[src/rtl/alu_defs.sv]
// ---------------------------------------------------------------------------
// alu_defs
// Shared definitions for the ALU and its issue stage: function-code width,
// function-code values, and helpers that classify a function code as legal
// (implemented by the ALU) or as a shift.
// ---------------------------------------------------------------------------
package alu_defs;

  localparam int FUNC_W = 5;

  localparam logic [FUNC_W-1:0] FN_ADD  = 5'b01100;
  localparam logic [FUNC_W-1:0] FN_ADDF = 5'b01101;
  localparam logic [FUNC_W-1:0] FN_SUB  = 5'b01110;
  localparam logic [FUNC_W-1:0] FN_SUBF = 5'b01111;
  localparam logic [FUNC_W-1:0] FN_AND  = 5'b10000;
  localparam logic [FUNC_W-1:0] FN_OR   = 5'b10001;
  localparam logic [FUNC_W-1:0] FN_XOR  = 5'b10010;
  localparam logic [FUNC_W-1:0] FN_NAND = 5'b10011;
  localparam logic [FUNC_W-1:0] FN_NOR  = 5'b10100;
  localparam logic [FUNC_W-1:0] FN_XNOR = 5'b10101;
  localparam logic [FUNC_W-1:0] FN_SHR  = 5'b10110;
  localparam logic [FUNC_W-1:0] FN_ASHR = 5'b10111;
  localparam logic [FUNC_W-1:0] FN_SHL  = 5'b11000;

  // The flag variants (ADDF/SUBF) are deliberately not supported.
  function automatic logic fn_is_legal(input logic [FUNC_W-1:0] f);
    return (f == FN_ADD) || (f == FN_SUB) || ((f >= FN_AND) && (f <= FN_SHL));
  endfunction

  function automatic logic fn_is_shift(input logic [FUNC_W-1:0] f);
    return (f == FN_SHR) || (f == FN_ASHR) || (f == FN_SHL);
  endfunction

endpackage

[src/rtl/alu_fwd_mux.sv]
// ---------------------------------------------------------------------------
// alu_fwd_mux
// Forwarding priority mux for one source operand. Sources are checked
// youngest-first: ISS (live ALU output), then RES, then the writeback port,
// falling back to the register-file read. Register 0 always yields zero.
// Ports:
//   i_rs                source register index
//   i_iss_fwd/_rd       ISS entry may forward / its destination
//   i_alu_d             ALU output (result of the ISS entry)
//   i_res_fwd/_rd/_data RES entry may forward / destination / value
//   i_wb_valid/_rd/_data writeback commit this cycle
//   i_rf_rdata          register-file read data
//   o_data              selected operand
// ---------------------------------------------------------------------------
module alu_fwd_mux #(
  parameter int DATA_WIDTH = 32,
  parameter int REG_ADDR_W = 5
) (
  input  logic [REG_ADDR_W-1:0] i_rs,
  input  logic                  i_iss_fwd,
  input  logic [REG_ADDR_W-1:0] i_iss_rd,
  input  logic [DATA_WIDTH-1:0] i_alu_d,
  input  logic                  i_res_fwd,
  input  logic [REG_ADDR_W-1:0] i_res_rd,
  input  logic [DATA_WIDTH-1:0] i_res_data,
  input  logic                  i_wb_valid,
  input  logic [REG_ADDR_W-1:0] i_wb_rd,
  input  logic [DATA_WIDTH-1:0] i_wb_data,
  input  logic [DATA_WIDTH-1:0] i_rf_rdata,
  output logic [DATA_WIDTH-1:0] o_data
);

  // First match wins; youngest producer has priority.
  always_comb begin
    o_data = i_rf_rdata;
    if (i_rs == {REG_ADDR_W{1'b0}}) begin
      o_data = {DATA_WIDTH{1'b0}};
    end else if (i_iss_fwd && (i_iss_rd == i_rs)) begin
      o_data = i_alu_d;
    end else if (i_res_fwd && (i_res_rd == i_rs)) begin
      o_data = i_res_data;
    end else if (i_wb_valid && (i_wb_rd == i_rs)) begin
      o_data = i_wb_data;
    end else begin
      o_data = i_rf_rdata;
    end
  end

endmodule

[src/rtl/alu_issue_stage.sv]
// ---------------------------------------------------------------------------
// alu_issue_stage
// Two-stage wrapper around the external combinational ALU:
//   ISS (issue register, drives the ALU) -> ALU -> RES (result register).
// Ports:
//   i_clk, i_rst (async, active-high), i_flush (squash ISS and RES)
//   i_dec_*/o_dec_ready : decoded instruction, valid/ready
//   o_rf_raddr1/2, i_rf_rdata1/2 : same-cycle register-file read
//   i_wb_valid/_rd/_data : writeback commit, used for forwarding
//   o_alu_en/_func/_s1/_s2, i_alu_d : ALU interface
//   o_res_valid, i_res_ready, o_res_rd/_data/_illegal : result to writeback
// ---------------------------------------------------------------------------
module alu_issue_stage
  import alu_defs::*;
#(
  parameter int DATA_WIDTH = 32,
  parameter int REG_ADDR_W = 5,
  parameter int SHAMT_W    = 5
) (
  input  logic                  i_clk,
  input  logic                  i_rst,
  input  logic                  i_flush,
  input  logic                  i_dec_valid,
  output logic                  o_dec_ready,
  input  logic [FUNC_W-1:0]     i_dec_func,
  input  logic [REG_ADDR_W-1:0] i_dec_rs1,
  input  logic [REG_ADDR_W-1:0] i_dec_rs2,
  input  logic [REG_ADDR_W-1:0] i_dec_rd,
  input  logic                  i_dec_use_imm,
  input  logic [DATA_WIDTH-1:0] i_dec_imm,
  output logic [REG_ADDR_W-1:0] o_rf_raddr1,
  output logic [REG_ADDR_W-1:0] o_rf_raddr2,
  input  logic [DATA_WIDTH-1:0] i_rf_rdata1,
  input  logic [DATA_WIDTH-1:0] i_rf_rdata2,
  input  logic                  i_wb_valid,
  input  logic [REG_ADDR_W-1:0] i_wb_rd,
  input  logic [DATA_WIDTH-1:0] i_wb_data,
  output logic                  o_alu_en,
  output logic [FUNC_W-1:0]     o_alu_func,
  output logic [DATA_WIDTH-1:0] o_alu_s1,
  output logic [DATA_WIDTH-1:0] o_alu_s2,
  input  logic [DATA_WIDTH-1:0] i_alu_d,
  output logic                  o_res_valid,
  input  logic                  i_res_ready,
  output logic [REG_ADDR_W-1:0] o_res_rd,
  output logic [DATA_WIDTH-1:0] o_res_data,
  output logic                  o_res_illegal
);

  logic                  r_iss_valid;
  logic                  r_iss_legal;
  logic [REG_ADDR_W-1:0] r_iss_rd;
  logic [FUNC_W-1:0]     r_alu_func;
  logic [DATA_WIDTH-1:0] r_alu_s1;
  logic [DATA_WIDTH-1:0] r_alu_s2;

  logic                  r_res_valid;
  logic                  r_res_illegal;
  logic [REG_ADDR_W-1:0] r_res_rd;
  logic [DATA_WIDTH-1:0] r_res_data;

  logic                  w_res_load;
  logic                  w_dec_ready;
  logic                  w_accept;
  logic                  w_dec_legal;
  logic                  w_iss_fwd;
  logic                  w_res_fwd;
  logic [DATA_WIDTH-1:0] w_fwd1;
  logic [DATA_WIDTH-1:0] w_fwd2;
  logic [DATA_WIDTH-1:0] w_s2;

  // res_ready feeds dec_ready combinationally so a draining RES lets ISS refill.
  assign w_res_load  = r_iss_valid & (~r_res_valid | i_res_ready);
  assign w_dec_ready = ~i_flush & (~r_iss_valid | w_res_load);
  assign w_accept    = i_dec_valid & w_dec_ready;
  assign w_dec_legal = fn_is_legal(i_dec_func);

  // Illegal entries produce no meaningful value, so they never forward.
  assign w_iss_fwd = r_iss_valid & r_iss_legal;
  assign w_res_fwd = r_res_valid & ~r_res_illegal;

  alu_fwd_mux #(.DATA_WIDTH(DATA_WIDTH), .REG_ADDR_W(REG_ADDR_W)) u_fwd1 (
    .i_rs(i_dec_rs1), .i_iss_fwd(w_iss_fwd), .i_iss_rd(r_iss_rd), .i_alu_d(i_alu_d),
    .i_res_fwd(w_res_fwd), .i_res_rd(r_res_rd), .i_res_data(r_res_data),
    .i_wb_valid(i_wb_valid), .i_wb_rd(i_wb_rd), .i_wb_data(i_wb_data),
    .i_rf_rdata(i_rf_rdata1), .o_data(w_fwd1)
  );

  alu_fwd_mux #(.DATA_WIDTH(DATA_WIDTH), .REG_ADDR_W(REG_ADDR_W)) u_fwd2 (
    .i_rs(i_dec_rs2), .i_iss_fwd(w_iss_fwd), .i_iss_rd(r_iss_rd), .i_alu_d(i_alu_d),
    .i_res_fwd(w_res_fwd), .i_res_rd(r_res_rd), .i_res_data(r_res_data),
    .i_wb_valid(i_wb_valid), .i_wb_rd(i_wb_rd), .i_wb_data(i_wb_data),
    .i_rf_rdata(i_rf_rdata2), .o_data(w_fwd2)
  );

  // S2 selection: immediate bypasses forwarding; shifts keep only the shift amount.
  always_comb begin
    w_s2 = w_fwd2;
    if (i_dec_use_imm) begin
      w_s2 = i_dec_imm;
    end else begin
      w_s2 = w_fwd2;
    end
    if (fn_is_shift(i_dec_func)) begin
      w_s2 = {{(DATA_WIDTH-SHAMT_W){1'b0}}, w_s2[SHAMT_W-1:0]};
    end else begin
      w_s2 = w_s2;
    end
  end

  // Issue register: load on accept, empty when its entry moves to RES.
  always_ff @(posedge i_clk or posedge i_rst) begin
    if (i_rst) begin
      r_iss_valid <= 1'b0;
      r_iss_legal <= 1'b0;
      r_iss_rd    <= {REG_ADDR_W{1'b0}};
      r_alu_func  <= {FUNC_W{1'b0}};
      r_alu_s1    <= {DATA_WIDTH{1'b0}};
      r_alu_s2    <= {DATA_WIDTH{1'b0}};
    end else if (i_flush) begin
      r_iss_valid <= 1'b0;
    end else if (w_accept) begin
      r_iss_valid <= 1'b1;
      r_iss_legal <= w_dec_legal;
      r_iss_rd    <= i_dec_rd;
      r_alu_func  <= w_dec_legal ? i_dec_func : {FUNC_W{1'b0}};
      r_alu_s1    <= w_fwd1;
      r_alu_s2    <= w_s2;
    end else if (w_res_load) begin
      r_iss_valid <= 1'b0;
    end else begin
      r_iss_valid <= r_iss_valid;
    end
  end

  // Result register: capture ALU output, hold while writeback stalls.
  always_ff @(posedge i_clk or posedge i_rst) begin
    if (i_rst) begin
      r_res_valid   <= 1'b0;
      r_res_illegal <= 1'b0;
      r_res_rd      <= {REG_ADDR_W{1'b0}};
      r_res_data    <= {DATA_WIDTH{1'b0}};
    end else if (i_flush) begin
      r_res_valid <= 1'b0;
    end else if (w_res_load) begin
      r_res_valid   <= 1'b1;
      r_res_illegal <= ~r_iss_legal;
      r_res_rd      <= r_iss_rd;
      r_res_data    <= r_iss_legal ? i_alu_d : {DATA_WIDTH{1'b0}};
    end else if (i_res_ready) begin
      r_res_valid <= 1'b0;
    end else begin
      r_res_valid <= r_res_valid;
    end
  end

  assign o_dec_ready   = w_dec_ready;
  assign o_rf_raddr1   = i_dec_rs1;
  assign o_rf_raddr2   = i_dec_rs2;
  assign o_alu_en      = r_iss_valid;
  assign o_alu_func    = r_alu_func;
  assign o_alu_s1      = r_alu_s1;
  assign o_alu_s2      = r_alu_s2;
  assign o_res_valid   = r_res_valid;
  assign o_res_rd      = r_res_rd;
  assign o_res_data    = r_res_data;
  assign o_res_illegal = r_res_illegal;

endmodule

[config.mk]
export PLATFORM = sky130hd
export DESIGN_NAME = alu_issue_stage
export DESIGN_NICKNAME = d
export VERILOG_FILES = /design/src/rtl/alu_defs.sv /design/src/rtl/alu_fwd_mux.sv /design/src/rtl/alu_issue_stage.sv
export SDC_FILE = /design/constraint.sdc
export NUM_CORES = 1
export LEC_CHECK = 0
export CAP_MARGIN = 5
export CORE_MARGIN = 5
export CORE_UTILIZATION = 40
export CTS_CLUSTER_SIZE = 14
export DETAILED_ROUTE_END_ITERATION = 12
export GPL_TIMING_DRIVEN = 0
export HOLD_SLACK_MARGIN = 0.03
export PLACE_DENSITY = 0.89
export SLEW_MARGIN = 20
export SYNTH_ARGS = -nofsm -noshare
export SYNTH_HDL_FRONTEND = slang
export SYNTH_HIERARCHICAL = 1
export SYNTH_SLANG_ARGS = --single-unit
[constraint.sdc]
create_clock -name i_clk -period 4.32 [get_ports i_clk]
set_input_delay 1.296 -clock i_clk [delete_from_list [all_inputs] [get_ports i_clk]]
set_output_delay 1.296 -clock i_clk [all_outputs]
set_load 0.01 [all_outputs]
[Word-level counts from Yosys, hierarchy flattened]
Index checks and enable logic that the tools add are counted.
Cells by class
  add/subtract/negate cells: 0
  multipliers: 0
  divide/modulo/power cells: 0
  order comparisons: 2
  equality and inequality tests: 11
  shifts and indexed selects: 0
  multiplexer cells: 18
  bitwise logic cells: 12
  reduce and logical (&&, ||, !) cells: 17
Operators by type and width (number)
  32-bit 2-to-1 mux: 11
  5-bit == test: 6
  5-bit == test (second input constant): 3
  5-bit by 4-bit == test with 1-bit output (second input constant): 2
  5-bit logical NOT: 2
  1-bit logical AND: 7
  1-bit 2-to-1 mux: 6
  3-bit nonzero test: 2
  1-bit bitwise AND: 5
  5-bit >= comparator (second input constant): 1
  5-bit <= comparator (second input constant): 1
  5-bit 2-to-1 mux: 1
  1-bit NOT: 5
  1-bit logical OR: 4
  2-bit AND reduction: 2
  1-bit OR: 2
Storage, ports and cells
  register bits: 115
  latch bits: 0
  bits in writable memories: 0
  bits in read-only memories: 0
  input bits: 192
  memories kept: 0

[Logic depth before layout (Yosys ltp)]
Gate-level depths: netlist of the first run.
  depth in word-level cells: 8
  gate-level depth with buffers: 9

[Modules after synthesis]
The synthesis of the first run kept the hierarchy.
Modules (own cells, without submodules)
  alu_issue_stage: times used 1, cells an instance 428, area each 5108.6 um^2, seq. area each 2877.8 um^2
  alu_fwd_mux: times used 2, cells an instance 214, area each 1332.5 um^2, seq. area each 0.0 um^2

[Worst setup path before layout of the first run]
OpenSTA, ideal clock, no wires.
  path kind: input port to output port
  start point: in i_res_ready
  end point: out o_dec_ready
  arrival time: 1900 ps
  path slack: 1124 ps
  cell stages on the path: 3
  path buffers: 1
  path through: and3b_1 -> clkbuf_1 -> nor2_1
On the way
  cells in the longest elaborated chain, start to end: 4
Ends and longest elaborated chain
  start, declared: line alu_issue_stage.sv:44  | input logic i_res_ready,
  1-bit OR: line alu_issue_stage.sv:73  | assign w_res_load = r_iss_valid & (~r_res_valid | i_res_ready);
  1-bit bitwise AND: line alu_issue_stage.sv:73
  1-bit OR: line alu_issue_stage.sv:74  | assign w_dec_ready = ~i_flush & (~r_iss_valid | w_res_load);
  1-bit bitwise AND: line alu_issue_stage.sv:74
  end, declared: line alu_issue_stage.sv:24  | output logic o_dec_ready,
No other way between the ends.

[Worst setup path after layout of the first run]
Same ends and word-level chain as after synthesis.

==> results of run 1 <==
synthesized netlist by cell type, types with 3 or more instances:
| cell | instances |
|---|---|
| a31oi_1 | 64 |
| buf_2 | 22 |
| buf_4 | 18 |
| buf_6 | 7 |
| buf_8 | 6 |
| clkbuf_1 | 43 |
| dfrtp_1 | 115 |
| inv_1 | 37 |
| mux2_2 | 42 |
| mux2i_1 | 65 |
| nand2_1 | 98 |
| nand3_1 | 5 |
| nor2_1 | 7 |
| nor3_1 | 3 |
| o21ai_0 | 108 |
| o21ai_1 | 3 |
| o221ai_1 | 62 |
| o31ai_1 | 30 |
| or3_1 | 62 |
| xnor2_1 | 10 |
| xor2_1 | 20 |
power by group:
part	switching [W]	internal, W	total (W)
registers	0.000162	0.00126	0.00143
clock network	0.000485	0.000936	0.00142
logic	0.000577	0.000717	0.00129
routing by layer:
| layer | track usage | share of wire | vias up | wire length [um] |
|---|---|---|---|---|
| li1 | - | - | 3835 | - |
| met1 | 0.3864 | 0.38 | 4206 | 13310 |
| met2 | 0.4719 | 0.46 | 689 | 15900 |
| met3 | 0.06655 | 0.11 | 116 | 3651 |
| met4 | 0.1432 | 0.050 | 0 | 1741 |
| met5 | 0 | 0 | - | 0 |
per-stage QoR:
step           utilization  std cells
2_1_floorplan            -        856
3_3_place_gp        0.5818       1431
3_5_place_dp        0.5849       1434
4_1_cts             0.6151       1462
5_1_grt             0.6149       1461
6_report            0.6149       1461
cell type report:
class	instances	area [um^2]
sequential	115	2878
timing repair buffer	313	3163
multi-input combinational	608	4183
tap	265	331.6
inverter	37	142.6
clock buffer	22	474.2
buffer	95	571.8
clock inverter	6	105.1
fill	1632	7422
sequential cells by signal (all words and copies together), names as in the netlist:
name / flops
o_alu_s1: 32
o_alu_s2: 32
o_res_data: 32
o_alu_func: 5
o_res_rd: 5
r_iss_rd: 5
o_alu_en: 1
o_res_illegal: 1
o_res_valid: 1
r_iss_legal: 1
placed cells by master, fill, tap and decap left out, types with 5 or more instances in the layout:
cell type,instances
o31ai_1,30
nand3_1,5
buf_2,22
mux2_2,42
clkbuf_16,17
nand2_1,98
buf_4,18
buf_6,7
nor2_1,7
xnor2_1,10
o221ai_1,62
or3_1,62
clkbuf_1,44
o21ai_0,108
clkdlybuf4s50_1,310
buf_8,6
dfrtp_1,115
xor2_1,20
mux2i_1,65
inv_1,36
a31oi_1,64
cell families after synthesis:
logic type	count (synthesis)	synth area share
AO/OA/AOI/OAI	273	0.2294
AND/OR/NAND/NOR	198	0.1302
XOR/XNOR	30	0.03380
flip-flops	115	0.3702
multiplexers	107	0.1445
buffers and inverters	133	0.09190
worst reg2reg max path, stage by stage (launching register included):
cell      delay [ps]
dfrtp_1          310
clkbuf_1         380
clkbuf_1         560
and2_1           270
nand3_1          450
clkbuf_1         400
o21ai_0          300
a31oi_1           80
mux2_2           290
worst max path at each step:
stage                            from  cells after the start          end
final                     i_res_ready                      4  o_dec_ready
after detailed placement  i_res_ready                      5  o_dec_ready
after floorplan           i_res_ready                      3  o_dec_ready
after global placement    i_res_ready                      5  o_dec_ready
after CTS                 i_res_ready                      5  o_dec_ready
after global routing      i_res_ready                      4  o_dec_ready
what timing repair did:
item / 4_1_cts / 5_1_grt
setup endpoints to repair: 1 / 1
cloned: 0 / 0
endpoints found under the hold margin: 0 / 0
resized for setup: 1 / 1
==> impl_metrics.csv, run 1 <==
group,metric,value,unit
yosys,yosysWarnings,6,
clocking,cts_tree,"built",
setup_path,worstPathArrival,2810,ps
cells_and_area,fin_nets,1379,
sta,finalCriticalPeriod,4103,ps
cells_and_area,synthToLayoutAreaGrowth,52.42,%
pwr,finalPower,0.004141,W
yosys,synthArstFlopShare,1.000,
die,die_w,149.4,um
worst_hold_path,min_from,"o_alu_s2[6]$_DFFE_PP0P_",
sta,setup_viol,0,
setup_path,required,3020,ps
sta,setup_slack,217.4,ps
setup_path,r2r-start,"r_iss_legal$_DFFE_PP0P_",
drt,route.detailed.drc,0,
clocking,path_clk_slew,50,ps
sta,fmax,243.7,MHz
clocking,cts_buffers,17,
cells_and_area,drive_gt1_frac,0.1120,
die,num_rows,51,
yosys,synth_top_cell_by_area,"dfrtp_1",
global_routing,grt_pass1_vias,8831,
yosys,syn_nets,1048,
setup_path,max_stage_delay,550,ps
sta,tightest_slew,703.5,ps
die,io_pins,312,
place,placed_cell_area,11270,um^2
pwr,worst_ir_drop_vdd,0.2828,mV
sta,period_share,0.9497,
yosys,synth_area_leaders,"dfrtp_1, mux2i_1, o221ai_1, o21ai_0, mux2_2",
setup_path,path_buf_inv,2,
setup_path,path_class,"input pin to output port",
setup_path,r2r_slack,1170,ps
sta,drv_slew,0,
yosys,netlist.area_leader.share,0.3702,
place,dpl.hpwl,25600,um
die,die_area,22320,um^2
cells_and_area,diodes,0,
yosys,synth_ff_type,"dfrtp_1",
yosys,yosysSeqAreaShare,0.3702,
place,dp_slack,-148.3,ps
drt,via_count,8846,
job,cap_violations,0,
yosys,syn_area_per_cell,9.081,um^2
global_routing,grt_max_degree,34,
drt,avgRoutedWirePerCell,23.68,um
worst_hold_path,worst_hold_path.num_cells,2,
global_routing,grtUsageTotal,0.2979,
clocking,cts_setup_buffers,0,
cells_and_area,final_cell_area,11850,um^2
sta,finalHoldViolCount,0,
setup_path,path_cells,"clkdlybuf4s50_1 -> and3b_2 -> nor2_1 -> clkdlybuf4s50_1",
setup_path,end_kind,"output port",
drt,drt_iter0_drc,1109,
clocking,clock_latency,410,ps
sta,rsz0062_at_grt,"no",
setup_path,critPathSlowestCell,"clkdlybuf4s50_1",
clocking,clock-root-buffer,"clkbuf_16",
global_routing,grt_antenna_before_repair,0,
yosys,synth_cells,856,
drt,postRouteWirelength,34600,um
setup_path,reg2regPathDepth,8,
status,outcome,"completed",
sta,fin_skew,9.101,ps
clocking,cts.path.max_buffers,2,
pwr,p_per_area,349.5,nW/um^2
global_routing,grt_pass1_wl,51180,um
clocking,cts.sinks,115,
die,start_util,0.4034,
die,core_area,19270,um^2
yosys,synth.ff_latch_count,115,
worst_hold_path,min_to,"o_alu_s2[6]$_DFFE_PP0P_",
setup_path,cp_top_family,"buffers and inverters",
yosys,synth-edff-count,0,
setup_path,cp_common_cell,"clkdlybuf4s50_1",
setup_path,cp_max_fo,14,
drt,via_per_inst,6.055,
setup_path,rr_endpoint,"o_alu_s1[6]$_DFFE_PP0P_",
yosys,synthesis.area,7774,um^2
clocking,cts.htree.levels,4,
clocking,postCtsHoldBufs,0,
die,die_y,149.4,um
drt,drtAntennaViolNets,0,
global_routing,overflow,0,
place,port_buffers,310,
sta,final.setup.tns,0,ps
worst_hold_path,hp-class,"register to register",
yosys,ys_types,41,
sta,slew-limit-headroom,0.5300,
drt,dr.pass1.iters,8,
place,gp_congestion,0.9318,
sta,hold_ws,499.6,ps
pwr,leakage,4.581,nW
setup_path,start_kind,"input pin",
(Power assumes the default switching activity.)
==> inputs of run 2 (changes only) <==
--- a/config.mk
+++ b/config.mk
@@ -7,12 +7,12 @@
 export LEC_CHECK = 0
 export CAP_MARGIN = 5
 export CORE_MARGIN = 5
-export CORE_UTILIZATION = 40
+export CORE_UTILIZATION = 44
 export CTS_CLUSTER_SIZE = 14
 export DETAILED_ROUTE_END_ITERATION = 12
 export GPL_TIMING_DRIVEN = 0
 export HOLD_SLACK_MARGIN = 0.03
-export PLACE_DENSITY = 0.89
+export PLACE_DENSITY = 0.92
 export SLEW_MARGIN = 20
 export SYNTH_ARGS = -nofsm -noshare
 export SYNTH_HDL_FRONTEND = slang
==> constraint.sdc (replaced) <==
create_clock -name i_clk -period 3.78 [get_ports i_clk]
set_input_delay 1.134 -clock i_clk [delete_from_list [all_inputs] [get_ports i_clk]]
set_output_delay 1.134 -clock i_clk [all_outputs]
set_load 0.01 [all_outputs]
==> run 2 against run 1 <==
Compared with the run above:
- critical path depth is 1 lower
- register-to-register slack worse by 440 ps
- sequential power is 14% higher
- sequential share of layout area down 0.056 points
- via count up 0.61%
- global-route usage rose by 2.8 points
- flip-flop and latch count did not move
- non-clock buffer count increased by 1
- critical path type unchanged
- largest power group is now the clock network
==> impl_metrics.csv, run 2 (synthesis gave the netlist of run 1 again) <==
group,metric,value,unit
status,outcome,"completed",
clocking,cts.htree.levels,4,
setup_path,required,2650,ps
sta,rsz0062_at_grt,"no",
drt,drtAntennaViolNets,0,
place,port_buffers,310,
pwr,p_per_area,411.1,nW/um^2
setup_path,path_cells,"clkdlybuf4s50_1 -> buf_4 -> clkdlybuf4s50_1",
setup_path,cp_top_family,"buffers and inverters",
die,die_w,142.9,um
clocking,cts_resized,5,
global_routing,grt_max_degree,33,
place,gp_congestion,0.9447,
sta,finalHoldViolCount,0,
clocking,clock-root-buffer,"clkbuf_16",
cells_and_area,mostFrequentLayoutCells,"clkdlybuf4s50_1, dfrtp_1, o21ai_0, nand2_1, mux2i_1",
global_routing,grt_use_met1,0.4024,
setup_path,critPathSlowestCell,"clkdlybuf4s50_1",
setup_path,max_stage_delay,640,ps
drt,avgRoutedWirePerCell,23.95,um
drt,via_per_inst,6.241,
setup_path,path_buf_inv,3,
cells_and_area,synthToLayoutAreaGrowth,52.78,%
setup_path,start_kind,"input pin",
global_routing,grt_pass1_vias,9094,
global_routing,grt_pass1_wl,51270,um
sta,finalCriticalPeriod,3628,ps
drt,dr.pass1.iters,6,
cells_and_area,layout_commonest_cell,"clkdlybuf4s50_1",
setup_path,end_kind,"output port",
drt,drt_iter0_drc,948,
clocking,postCtsHoldBufs,0,
setup_path,cp_common_cell,"clkdlybuf4s50_1",
global_routing,overflow,0,
pwr,leakage,4.606,nW
global_routing,grt_antenna_before_repair,0,
die,start_util,0.4494,
clocking,cts_setup_buffers,0,
clocking,cts.sinks,115,
sta,fin_skew,6.382,ps
drt,route.detailed.drc,0,
sta,fmax,275.6,MHz
clocking,cts_tree,"built",
job,cap_violations,0,
clocking,clock_latency,420,ps
place,dpl.hpwl,25590,um
sta,setup_viol,0,
global_routing,grtUsageTotal,0.3256,
cells_and_area,fin_nets,1380,
worst_hold_path,hp-class,"register to register",
die,die_area,20430,um^2
setup_path,cp_max_fo,5,
setup_path,path_class,"input pin to output port",
global_routing,grt_busiest_layer,"met2",
die,num_rows,48,
sta,tightest_slew,695.4,ps
sta,slew-limit-headroom,0.5348,
drt,via_count,8900,
pwr,worst_ir_drop_vdd,0.3432,mV
cells_and_area,post-route-util,0.6866,
global_routing,use_met2,0.5252,
clocking,path_clk_slew,60,ps
sta,period_share,0.9599,
die,io_pins,312,
setup_path,worstPathArrival,2490,ps
sta,hold_ws,493.2,ps
sta,drv_slew,0,
die,die_y,142.9,um
clocking,cts_buffers,17,
drt,postRouteWirelength,34150,um
cells_and_area,diodes,0,
clocking,cts.path.max_buffers,2,
global_routing,globalRouteMet3Util,0.08473,
cells_and_area,drive_gt1_frac,0.1174,
die,core_area,17300,um^2
run 2: cell types whose count changed in the layout (fill, tap and decap cells not counted), sizes merged:
cell / change
bufinv: +1
dlygate4sd2: +1
inv: +1
clkbuf: -1
clkinvlp: +4
clkdlybuf4s50: -1
run 2: stage by stage:
stage | setup TNS [ps] | setup WS, ps | std cells | power (W) | cell area, um^2
6_report | 0 | 151.7 | 1426 | 0.004883 | 11880
5_1_grt | 0 | 127.6 | 1426 | 0.005052 | 11880
4_1_cts | 0 | 158.3 | 1426 | 0.004877 | 11880
3_5_place_dp | -545.8 | -362.5 | 1394 | 0.003104 | 11220
3_3_place_gp | -494.2 | -389.0 | 1391 | 0.003050 | 11160
2_1_floorplan | 0 | 908.1 | 856 | 0.002221 | 7777
run 2: power breakdown:
group / internal (W) / switching, W
sequential: 0.00144 / 0.000189
clock: 0.00116 / 0.000619
combinational: 0.000819 / 0.000656
total: 0.00342 / 0.00146
run 2: routing by layer:
metal,vias up,routed length [um]
li1,3849,-
met1,4186,12610
met2,708,15740
met3,157,3884
met4,0,1917
met5,-,0
run 2: layout make-up:
type                            instances  area [um^2]
Tap cell                              225        281.5
Clock buffer                           20        466.7
Timing Repair Buffer                  313         3162
Fill cell                            1312         5420
Buffer                                 96        585.6
Multi-Input combinational cell        608         4183
Inverter                               37        142.6
Sequential cell                       115         2878
Clock inverter                         12        177.7
run 2: worst register-to-register path, delay by kind of cell, from the launching register on:
kind / cells / cell delay (ps)
buffers and inverters: 3 / 1220
AND/OR/NAND/NOR: 2 / 650
AO/OA/AOI/OAI: 2 / 630
flip-flops: 1 / 320
multiplexers: 1 / 150
run 2: final timing paths:
kind	startpoint	endpoint	slack (ps)	cells past startpoint
max in group asynchronous	i_rst	o_res_rd[1]$_DFFE_PP0P_	1810	4
min in group asynchronous	i_rst	o_alu_s2[12]$_DFFE_PP0P_	1150	2
setup / recovery	i_dec_rs1[3]	o_rf_raddr1[3]	150	3
hold reg to reg	o_alu_s2[8]$_DFFE_PP0P_	o_alu_s2[8]$_DFFE_PP0P_	490	2
hold / removal	o_alu_s2[8]$_DFFE_PP0P_	o_alu_s2[8]$_DFFE_PP0P_	490	2
setup reg to reg	r_iss_legal$_DFFE_PP0P_	o_alu_s2[30]$_DFFE_PP0P_	730	8
==> inputs of run 3 (changes only) <==
--- a/config.mk
+++ b/config.mk
@@ -6,7 +6,7 @@
 export NUM_CORES = 1
 export LEC_CHECK = 0
 export CAP_MARGIN = 5
-export CORE_MARGIN = 5
+export CORE_MARGIN = 2
 export CORE_UTILIZATION = 44
 export CTS_CLUSTER_SIZE = 14
 export DETAILED_ROUTE_END_ITERATION = 12
@@ -18,3 +18,4 @@
 export SYNTH_HDL_FRONTEND = slang
 export SYNTH_HIERARCHICAL = 1
 export SYNTH_SLANG_ARGS = --single-unit
+export TNS_END_PERCENT = 100
==> run 3 against run 2 <==
Compared with the run above:
- cell count down 0.14%
- design area down 0.75%
- global-route usage up 2.9 points
- highest routed layer unchanged
- critical endpoint is now o_rf_raddr2[1]
==> impl_metrics.csv, run 3 (synthesis gave the netlist of run 1 again) <==
group,metric,value,unit
status,outcome,"completed",
die,start_util,0.4494,
place,port_buffers,310,
pwr,worst_ir_drop_vdd,0.3089,mV
cells_and_area,layout.cells.non_filler,1424,
clocking,clock-root-buffer,"clkbuf_16",
clocking,path_clk_slew,50,ps
sta,hold_ws,503.0,ps
drt,drtAntennaViolNets,0,
die,die_area,18750,um^2
global_routing,grt_pass1_wl,50320,um
clocking,cts_tree,"built",
global_routing,grt_pass1_vias,9028,
pwr,leakage,4.580,nW
sta,rsz0062_at_grt,"no",
sta,finalCriticalPeriod,3631,ps
pwr,power.share.clock,0.332,
pwr,p_sw,0.001410,W
sta,slew-limit-headroom,0.4801,
drt,drt_iter0_drc,1094,
clocking,postCtsHoldBufs,0,
pwr,p_comb_frac,0.317,
sta,tightest_slew,777.2,ps
cells_and_area,final_cell_area,11790,um^2
clocking,cts.htree.levels,4,
clocking,cts_buffers,17,
global_routing,grtUsageTotal,0.3549,
cells_and_area,layout_commonest_cell,"clkdlybuf4s50_1",
drt,route.detailed.drc,0,
drt,postRouteWirelength,33610,um
setup_path,path_class,"input pin to output port",
die,die_w,136.9,um
pwr,seq_power_share,0.351,
sta,period_share,0.9607,
sta,setup_slack,148.7,ps
drt,avgRoutedWirePerCell,23.60,um
cells_and_area,diodes,0,
pwr,switching_share,0.3030,
global_routing,overflow,0,
sta,drv_slew,0,
setup_path,start_kind,"input pin",
die,die_y,136.9,um
cells_and_area,synthToLayoutAreaGrowth,51.63,%
pwr,p_per_area,394.8,nW/um^2
sta,finalHoldViolCount,0,
global_routing,globalRouteMet3Util,0.08963,
place,place_inst,1394,
place,dp_slack,-392.7,ps
die,io_pins,312,
clocking,clock_latency,410,ps
worst_hold_path,hp-class,"register to register",
global_routing,grt_antenna_before_repair,0,
die,num_rows,48,
job,cap_violations,0,
drt,dr.pass1.iters,8,
cells_and_area,post-route-util,0.6815,
place,placed_cell_area,11220,um^2
place,gp_congestion,0.9372,
cells_and_area,mostFrequentLayoutCells,"clkdlybuf4s50_1, dfrtp_1, o21ai_0, nand2_1, mux2i_1",
die,core_area,17300,um^2
sta,fmax,275.4,MHz
clocking,cts.path.max_buffers,2,
cells_and_area,fin_nets,1380,
drt,via_count,8985,
cells_and_area,drive_gt1_frac,0.1134,
global_routing,use_met2,0.5708,
drt,via_per_inst,6.310,
global_routing,grt_max_degree,35,
pwr,p_int,0.003243,W
setup_path,required,2650,ps
sta,setup_viol,0,
setup_path,worstPathArrival,2500,ps
global_routing,grt_busiest_layer,"met2",
sta,fin_skew,7.345,ps
global_routing,grt_use_met1,0.4461,
place,dpl.hpwl,24410,um
setup_path,end_kind,"output port",
setup_path,cp_max_fo,5,
clocking,cts.sinks,115,
==> run 3: cell count changes in the layout (fill, tap and decap cells not counted) <==
cell,delta
clkinv_4,-1
clkinvlp_4,-4
inv_6,-1
clkbuf_8,+2
bufinv_16,-3
clkbuf_1,+3
clkinv_2,+2
==> run 3: stage by stage <==
step / setup TNS (ps) / total power [W]
3_5_place_dp: -499.1 / 0.003093
3_3_place_gp: -429.8 / 0.003038
4_1_cts: 0 / 0.004637
2_1_floorplan: 0 / 0.002221
5_1_grt: 0 / 0.004835
6_report: 0 / 0.004654
==> run 3: critical path: stages <==
cell and delay, ps:
clkdlybuf4s50_1 670, buf_4 170, clkdlybuf4s50_1 520
==> run 3: area by class of cell <==
cell class | instances | area, um^2
sequential | 115 | 2878
buffer | 96 | 585.6
clock buffer | 25 | 505.5
multi-input combinational | 608 | 4183
timing repair buffer | 313 | 3162
clock inverter | 5 | 50.05
fill | 1335 | 5509
tap | 225 | 281.5
inverter | 37 | 142.6
==> run 3: worst paths after layout <==
path	startpoint	end	slack [ps]	cells after the start
max in group asynchronous	i_rst	o_res_data[30]$_DFFE_PP0P_	1850	4
min in group asynchronous	i_rst	o_alu_s1[14]$_DFFE_PP0P_	1130	2
worst max register to register	r_iss_legal$_DFFE_PP0P_	o_alu_s2[26]$_DFFE_PP0P_	770	9
worst min register to register	o_alu_s1[26]$_DFFE_PP0P_	o_alu_s1[26]$_DFFE_PP0P_	500	1
worst max-delay path	i_dec_rs2[1]	o_rf_raddr2[1]	150	3
worst min-delay path	o_alu_s1[26]$_DFFE_PP0P_	o_alu_s1[26]$_DFFE_PP0P_	500	1
==> run 3: what timing repair did <==
item | in CTS | in global routing
endpoints found under the setup margin | 1 | 0
resized for setup | 5 | 0
buffers inserted | 0 | 0
==> run 3: routing by layer <==
metal	up-vias	wire, um
met3	157	3915
met5	-	0
li1	3832	-
met4	0	1714
met2	746	15570
met1	4250	12410
==> run 3: power by group through the flow <==
stage               registers [W]  logic (W)  clock network (W)
detailed placement        0.00164    0.00145                  0
floorplan                 0.00170   0.000518                  0
global placement          0.00163    0.00141                  0
finish                    0.00163    0.00148            0.00154
global route              0.00166    0.00156            0.00161
CTS                       0.00163    0.00146            0.00155
